$ cat src/rtl/card_pkg.sv
// Shared card encodings, hand size and dealer FSM state type for the card hand
// producer and its consumers.
package card_pkg;

  localparam int HAND_SLOTS  = 9;
  localparam int NUM_RANKS   = 13;
  localparam int DECK_COPIES = 4;

  typedef logic [3:0] card_t;

  localparam card_t RANK_EMPTY = 4'd0;
  localparam card_t RANK_ACE   = 4'd1;
  localparam card_t RANK_KING  = 4'd13;

  typedef enum logic [2:0] {
    ST_IDLE,
    ST_DRAW,
    ST_WRITE,
    ST_DONE,
    ST_ERR
  } dealer_state_e;

  function automatic logic rank_valid(input card_t c);
    return (c >= RANK_ACE) && (c <= RANK_KING);
  endfunction

endpackage

$ cat src/rtl/sm_if.sv
// Player hand slots shared between the dealer (producer) and the hand value
// calculator / game state machine (consumers).
interface SM_if
  import card_pkg::*;
#(
  parameter int SLOTS = HAND_SLOTS
);

  card_t player_card_values [SLOTS];

  modport out (output player_card_values);
  modport in  (input  player_card_values);

endinterface

$ cat src/rtl/card_dealer_lfsr16.sv
// Free-running 16-bit Fibonacci LFSR (taps 16,14,13,11), shared by the player
// and dealer hand blocks.
module lfsr16 #(
  parameter logic [15:0] SEED = 16'hACE1
) (
  input  logic        clk,
  input  logic        rst,
  output logic [15:0] q
);

  logic [15:0] lfsr_q;
  logic [15:0] lfsr_d;

  always_comb begin
    lfsr_d = {lfsr_q[14:0], lfsr_q[15] ^ lfsr_q[13] ^ lfsr_q[12] ^ lfsr_q[10]};
  end

  // NOTE: sequential state uses non-blocking assignments so every flop samples pre-edge values.
  always_ff @(posedge clk or posedge rst) begin
    if (rst) lfsr_q <= SEED;
    else     lfsr_q <= lfsr_d;
  end

  assign q = lfsr_q;

endmodule

$ cat src/rtl/card_dealer.sv
// Player hand producer: deals pseudo-random ranks into the next free hand slot.
// Optional per-round 52-card deck limit enabled by CARD_DEALER_DECK_TRACK_EN.
module card_dealer
  import card_pkg::*;
#(
  parameter int          SLOTS     = HAND_SLOTS,
  parameter logic [15:0] LFSR_SEED = 16'hACE1
) (
  input  logic       clk,
  input  logic       rst,
  input  logic       deal_req,
  input  logic       new_round,
  output logic       deal_done,
  output logic       deal_err,
  output logic       busy,
  output logic [3:0] card_count,
  output logic [3:0] last_card,
  SM_if.out          card_if
);

  dealer_state_e state_q, state_d;
  card_t         cand_q, cand_d;
  card_t         last_q, last_d;
  logic [3:0]    count_q, count_d;
  card_t         slot_q [SLOTS];
  card_t         slot_d [SLOTS];
  logic          done_q, done_d;
  logic          err_q, err_d;

  card_t         draw;
  logic [11:0]   lfsr_unused;
  logic          draw_ok;

  lfsr16 #(.SEED(LFSR_SEED)) u_lfsr (
    .clk (clk),
    .rst (rst),
    .q   ({lfsr_unused, draw})
  );

`ifdef CARD_DEALER_DECK_TRACK_EN
  logic [2:0] deck_q [NUM_RANKS];
  logic [2:0] deck_d [NUM_RANKS];

  always_comb begin
    draw_ok = rank_valid(draw);
    for (int r = 0; r < NUM_RANKS; r++) begin
      if (draw == card_t'(r + 1) && deck_q[r] == 3'(DECK_COPIES)) draw_ok = 1'b0;
    end
  end
`else
  always_comb begin
    draw_ok = rank_valid(draw);
  end
`endif

  // NOTE: every signal gets a default before the case so no path can infer a latch.
  always_comb begin
    state_d = state_q;
    cand_d  = cand_q;
    last_d  = last_q;
    count_d = count_q;
    slot_d  = slot_q;
`ifdef CARD_DEALER_DECK_TRACK_EN
    deck_d  = deck_q;
`endif

    unique case (state_q)
      ST_IDLE: begin
        if (deal_req) state_d = (count_q < 4'(SLOTS)) ? ST_DRAW : ST_ERR;
      end
      ST_DRAW: begin
        if (draw_ok) begin
          cand_d  = draw;
          state_d = ST_WRITE;
        end
      end
      ST_WRITE: begin
        for (int i = 0; i < SLOTS; i++) begin
          if (count_q == 4'(i)) slot_d[i] = cand_q;
        end
`ifdef CARD_DEALER_DECK_TRACK_EN
        for (int r = 0; r < NUM_RANKS; r++) begin
          if (cand_q == card_t'(r + 1)) deck_d[r] = deck_q[r] + 3'd1;
        end
`endif
        count_d = count_q + 4'd1;
        last_d  = cand_q;
        state_d = ST_DONE;
      end
      ST_DONE: state_d = ST_IDLE;
      ST_ERR:  state_d = ST_IDLE;
      default: state_d = ST_IDLE;
    endcase

    // A new round overrides everything, including a deal in flight.
    if (new_round) begin
      state_d = ST_IDLE;
      count_d = '0;
      last_d  = RANK_EMPTY;
      for (int i = 0; i < SLOTS; i++) slot_d[i] = RANK_EMPTY;
`ifdef CARD_DEALER_DECK_TRACK_EN
      for (int r = 0; r < NUM_RANKS; r++) deck_d[r] = '0;
`endif
    end

    done_d = (state_d == ST_DONE);
    err_d  = (state_d == ST_ERR);
  end

  // NOTE: the slot array is reset explicitly because 0 is the architectural "empty" marker.
  always_ff @(posedge clk or posedge rst) begin
    if (rst) begin
      state_q <= ST_IDLE;
      cand_q  <= RANK_EMPTY;
      last_q  <= RANK_EMPTY;
      count_q <= '0;
      done_q  <= 1'b0;
      err_q   <= 1'b0;
      for (int i = 0; i < SLOTS; i++) slot_q[i] <= RANK_EMPTY;
`ifdef CARD_DEALER_DECK_TRACK_EN
      for (int r = 0; r < NUM_RANKS; r++) deck_q[r] <= '0;
`endif
    end else begin
      state_q <= state_d;
      cand_q  <= cand_d;
      last_q  <= last_d;
      count_q <= count_d;
      done_q  <= done_d;
      err_q   <= err_d;
      slot_q  <= slot_d;
`ifdef CARD_DEALER_DECK_TRACK_EN
      deck_q  <= deck_d;
`endif
    end
  end

  for (genvar g = 0; g < SLOTS; g++) begin : g_slot_out
    assign card_if.player_card_values[g] = slot_q[g];
  end

  assign busy       = (state_q != ST_IDLE);
  assign deal_done  = done_q;
  assign deal_err   = err_q;
  assign card_count = count_q;
  assign last_card  = last_q;

endmodule

$ cat src/flat_wrapper.sv
// flat-port wrapper written by rule: the top's interface ports become plain ports
module card_dealer_flat import card_pkg::*;
#(
  parameter int          SLOTS     = HAND_SLOTS,
  parameter logic [15:0] LFSR_SEED = 16'hACE1
)
  (clk, rst, deal_req, new_round, deal_done, deal_err, busy, card_count, last_card, card_if_player_card_values);
  SM_if #(.SLOTS(SLOTS)) card_if_i ();
  input  logic clk;
  input  logic rst;
  input  logic deal_req;
  input  logic new_round;
  output logic deal_done;
  output logic deal_err;
  output logic busy;
  output logic [3:0] card_count;
  output logic [3:0] last_card;
  output wire logic [$bits(card_if_i.player_card_values)-1:0] card_if_player_card_values;
  assign card_if_player_card_values = {>>{card_if_i.player_card_values}};
  card_dealer #(.SLOTS(SLOTS), .LFSR_SEED(LFSR_SEED)) u_core (.clk(clk), .rst(rst), .deal_req(deal_req), .new_round(new_round), .deal_done(deal_done), .deal_err(deal_err), .busy(busy), .card_count(card_count), .last_card(last_card), .card_if(card_if_i));
endmodule
$ cat config.mk
export PLATFORM = sky130hd
export DESIGN_NAME = card_dealer_flat
export DESIGN_NICKNAME = d
export VERILOG_FILES = /design/src/rtl/card_pkg.sv /design/src/rtl/sm_if.sv /design/src/rtl/card_dealer_lfsr16.sv /design/src/rtl/card_dealer.sv /design/src/flat_wrapper.sv
export SDC_FILE = /design/constraint.sdc
export NUM_CORES = 1
export LEC_CHECK = 0
export ABC_AREA = 1
export CORE_MARGIN = 10
export CORE_UTILIZATION = 36
export CTS_BUF_LIST = sky130_fd_sc_hd__clkbuf_8
export CTS_CLUSTER_DIAMETER = 120
export DETAILED_ROUTE_END_ITERATION = 16
export GPL_ROUTABILITY_DRIVEN = 0
export PLACE_DENSITY = 0.71
export SLEW_MARGIN = 20
export SYNTH_ARGS = -nofsm -noshare
export SYNTH_HDL_FRONTEND = slang
export SYNTH_HIERARCHICAL = 1
export SYNTH_SLANG_ARGS = --single-unit
$ cat constraint.sdc
create_clock -name clk -period 1.7 [get_ports clk]
set_clock_uncertainty 0.2 [all_clocks]
set_input_delay 0.17 -clock clk [delete_from_list [all_inputs] [get_ports clk]]
set_output_delay 0.17 -clock clk [all_outputs]
set_load 0.02 [all_outputs]
==> results by group <==
Status
  • Status: finished, final reports clean

Routing
  • Post-route ant nets: 0
  • Vias: 2116
  • Highest Signal Layer: met4
  • DRT iter0 DRCs: 106
  • WL met3: 419 um
  • Drt pass-1 iters: 4
  • DRC viols: 0
  • DR WL met2: 2.991 mm
  • WL final: 6.335 mm
  • Vias per cell: 4.620
  • Mean routed wirelength per cell: 13.83 um
  • Metal1 wirelength: 2.737 mm

Place
  • DP Cell Count: 441
  • HPWL Detailed: 4.554 mm
  • IO buf count: 50
  • Post-DP Area: 3506 um^2

CTS
  • H-Tree Depth: 3
  • Clock Tree Buf Depth: 2
  • Worst-Skew Late Latency: 350 ps
  • Clock transition at path regs: 80 ps
  • TritonCTS clock tree: done
  • Root buf cell: clkbuf_8
  • Num Clock Sinks: 69
  • CTS Hold Bufs: 0
  • CTS buffer count: 9

Global route
  • Initial antenna violation count: 0
  • First-pass GRT wire length: 10.44 mm
  • Aggregate global-route resource usage: 11.35%
  • Largest net degree at the start of global routing: 54
  • Vias in the first global route: 2129
  • Grt ovf: 0

Final layout
  • Layout Utilization: 48.62%
  • Cell Count, Final, Fillers Out: 458
  • Post-route cell area: 3737 um^2
  • Layout cells sized above 1: 18.54%
  • Inserted Diodes: 0
  • Fillcell total: 742
  • Total area of sequential cells: 1738 um^2
  • Multi-input logic area: 879.6 um^2
  • Total Nets Final: 359
  • Commonest non-fill, non-tap cell in the layout: nand2_1
  • Synth-to-layout area growth: 32.40%
  • Most frequent cells in the layout: nand2_1 (63), dfrtp_1 (60), inv_1 (41)

Critical path
  • R2R Path Start: u_core/state_q[0]$_DFF_PP0_
  • Worst path required time: 1330 ps
  • WP buf/inv: 1
  • WS Path Type: flop to primary output
  • CP max-delay cell: clkdlybuf4s50_1
  • Critical path arrival: 1290 ps
  • Critical Path Start: u_core/card_if.player_card_values[3]$_DFFE_PP0P_
  • Largest fanout on the critical path: 2
  • Critical Path Start Type: flop
  • CP delay by family, top: buffers and inverters
  • Critical path cell sequence: clkdlybuf4s50_1
  • Crit-path max cell delay: 600 ps
  • Worst Setup End Kind: primary output

Power and ir drop
  • Worst VDD drop: 0.4986 mV
  • Leak: 2.028 nW
  • Cell Pwr Density: 878.4 nW/um^2
  • Tot Pwr: 3.283 mW

Die
  • Placeable Area: 7687 um^2
  • Initial Util: 36.72%
  • Site Rows: 32
  • Die H: 108.6 um
  • I/O pin count: 51
  • Die area: 11780 um^2
  • Die W: 108.6 um

Synthesis
  • Mapped Cells: 284
  • Syn Nets: 292
  • Yosys warnings: 6
  • Post-synthesis cell area: 2823 um^2
  • Synthesized area per cell: 9.939 um^2

STA
  • Unrepaired setup endpoints after global routing: true
  • Highest achievable clock rate: 0.6010 GHz
  • Final setup viols: 0
  • Final Cycle Share: 97.88%
  • Worst slew margin: 61.15%
  • Minimum hold slack: 9.723 ps
  • Final slew viol count: 0
  • Worst-margin pin slew: 582.1 ps
  • Post-route minimum period: 1664 ps
  • Final Hold Fails: 0

Run
  • Max-cap viol count: 0

Hold path
  • Hold Path Class: primary input to asynchronous set/reset pin
-- stage by stage --
step	TNS, ps	setup slack, ps
after global routing	-1.764	-1.764
final	0	36.02
after CTS	0	0.1392
after detailed placement	-9.010	-9.010
after floorplan	0	43.77
after global placement	0	35.16
-- final cells by class --
type / count / area share, %
clock buffer: 9 / 3.314
clock inverter: 7 / 2.779
sequential: 69 / 46.50
inverter: 46 / 4.620
multi-input combinational: 162 / 23.54
timing repair buffer: 63 / 15.84
tap: 102 / 3.415
-- worst paths after layout --
check	to	slack, ps	cells past startpoint
setup reg to reg	u_core/card_if.player_card_values[8]$_DFFE_PP0P_	100	5
setup / recovery	card_if_player_card_values[3]	40	1
min in group clk	u_core/u_lfsr/q[6]$_DFF_PP1_	160	0
hold / removal	u_core/deal_err$_DFF_PP0_	10	3
hold reg to reg	u_core/u_lfsr/q[6]$_DFF_PP1_	160	0
max in group asynchronous	u_core/u_lfsr/q[0]$_DFF_PP1_	890	2
-- routing by layer --
| layer | global-route usage [%] | vias up |
|---|---|---|
| met5 | 0 | - |
| met4 | 7.345 | 0 |
| met3 | 3.629 | 15 |
| met2 | 17.63 | 54 |
| met1 | 13.29 | 1014 |
| li1 | - | 1033 |
-- power by group --
group	switching [mW]	internal, mW	total [mW]
registers	0.00270	1.64	1.65
logic	0.0799	0.0399	0.120
clock network	0.673	0.845	1.52
total	0.755	2.53	3.28
-- state kept, by name, summed over array words and instances, names as in the netlist --
signal and cells:
u_core/cand_q 4, u_core/card_count 4, u_core/card_if.player_card_values 36, u_core/deal_done 1
u_core/deal_err 1, u_core/last_card 4, u_core/state_q 3, u_core/u_lfsr/q 16
-- worst register-to-register path, delay by kind of cell, from the launching register on --
kind | cells | cell delay (ps)
flip-flops | 1 | 430
AND/OR/NAND/NOR | 2 | 380
buffers and inverters | 2 | 280
AO/OA/AOI/OAI | 1 | 220
-- repair_timing --
| item | in CTS | in global routing |
|---|---|---|
| buffers inserted | 0 | 1 |
| resized for setup | 41 | 15 |
| pin swaps | 1 | 2 |
| endpoints found under the setup margin | 38 | 21 |
(Power assumes the default switching activity.)
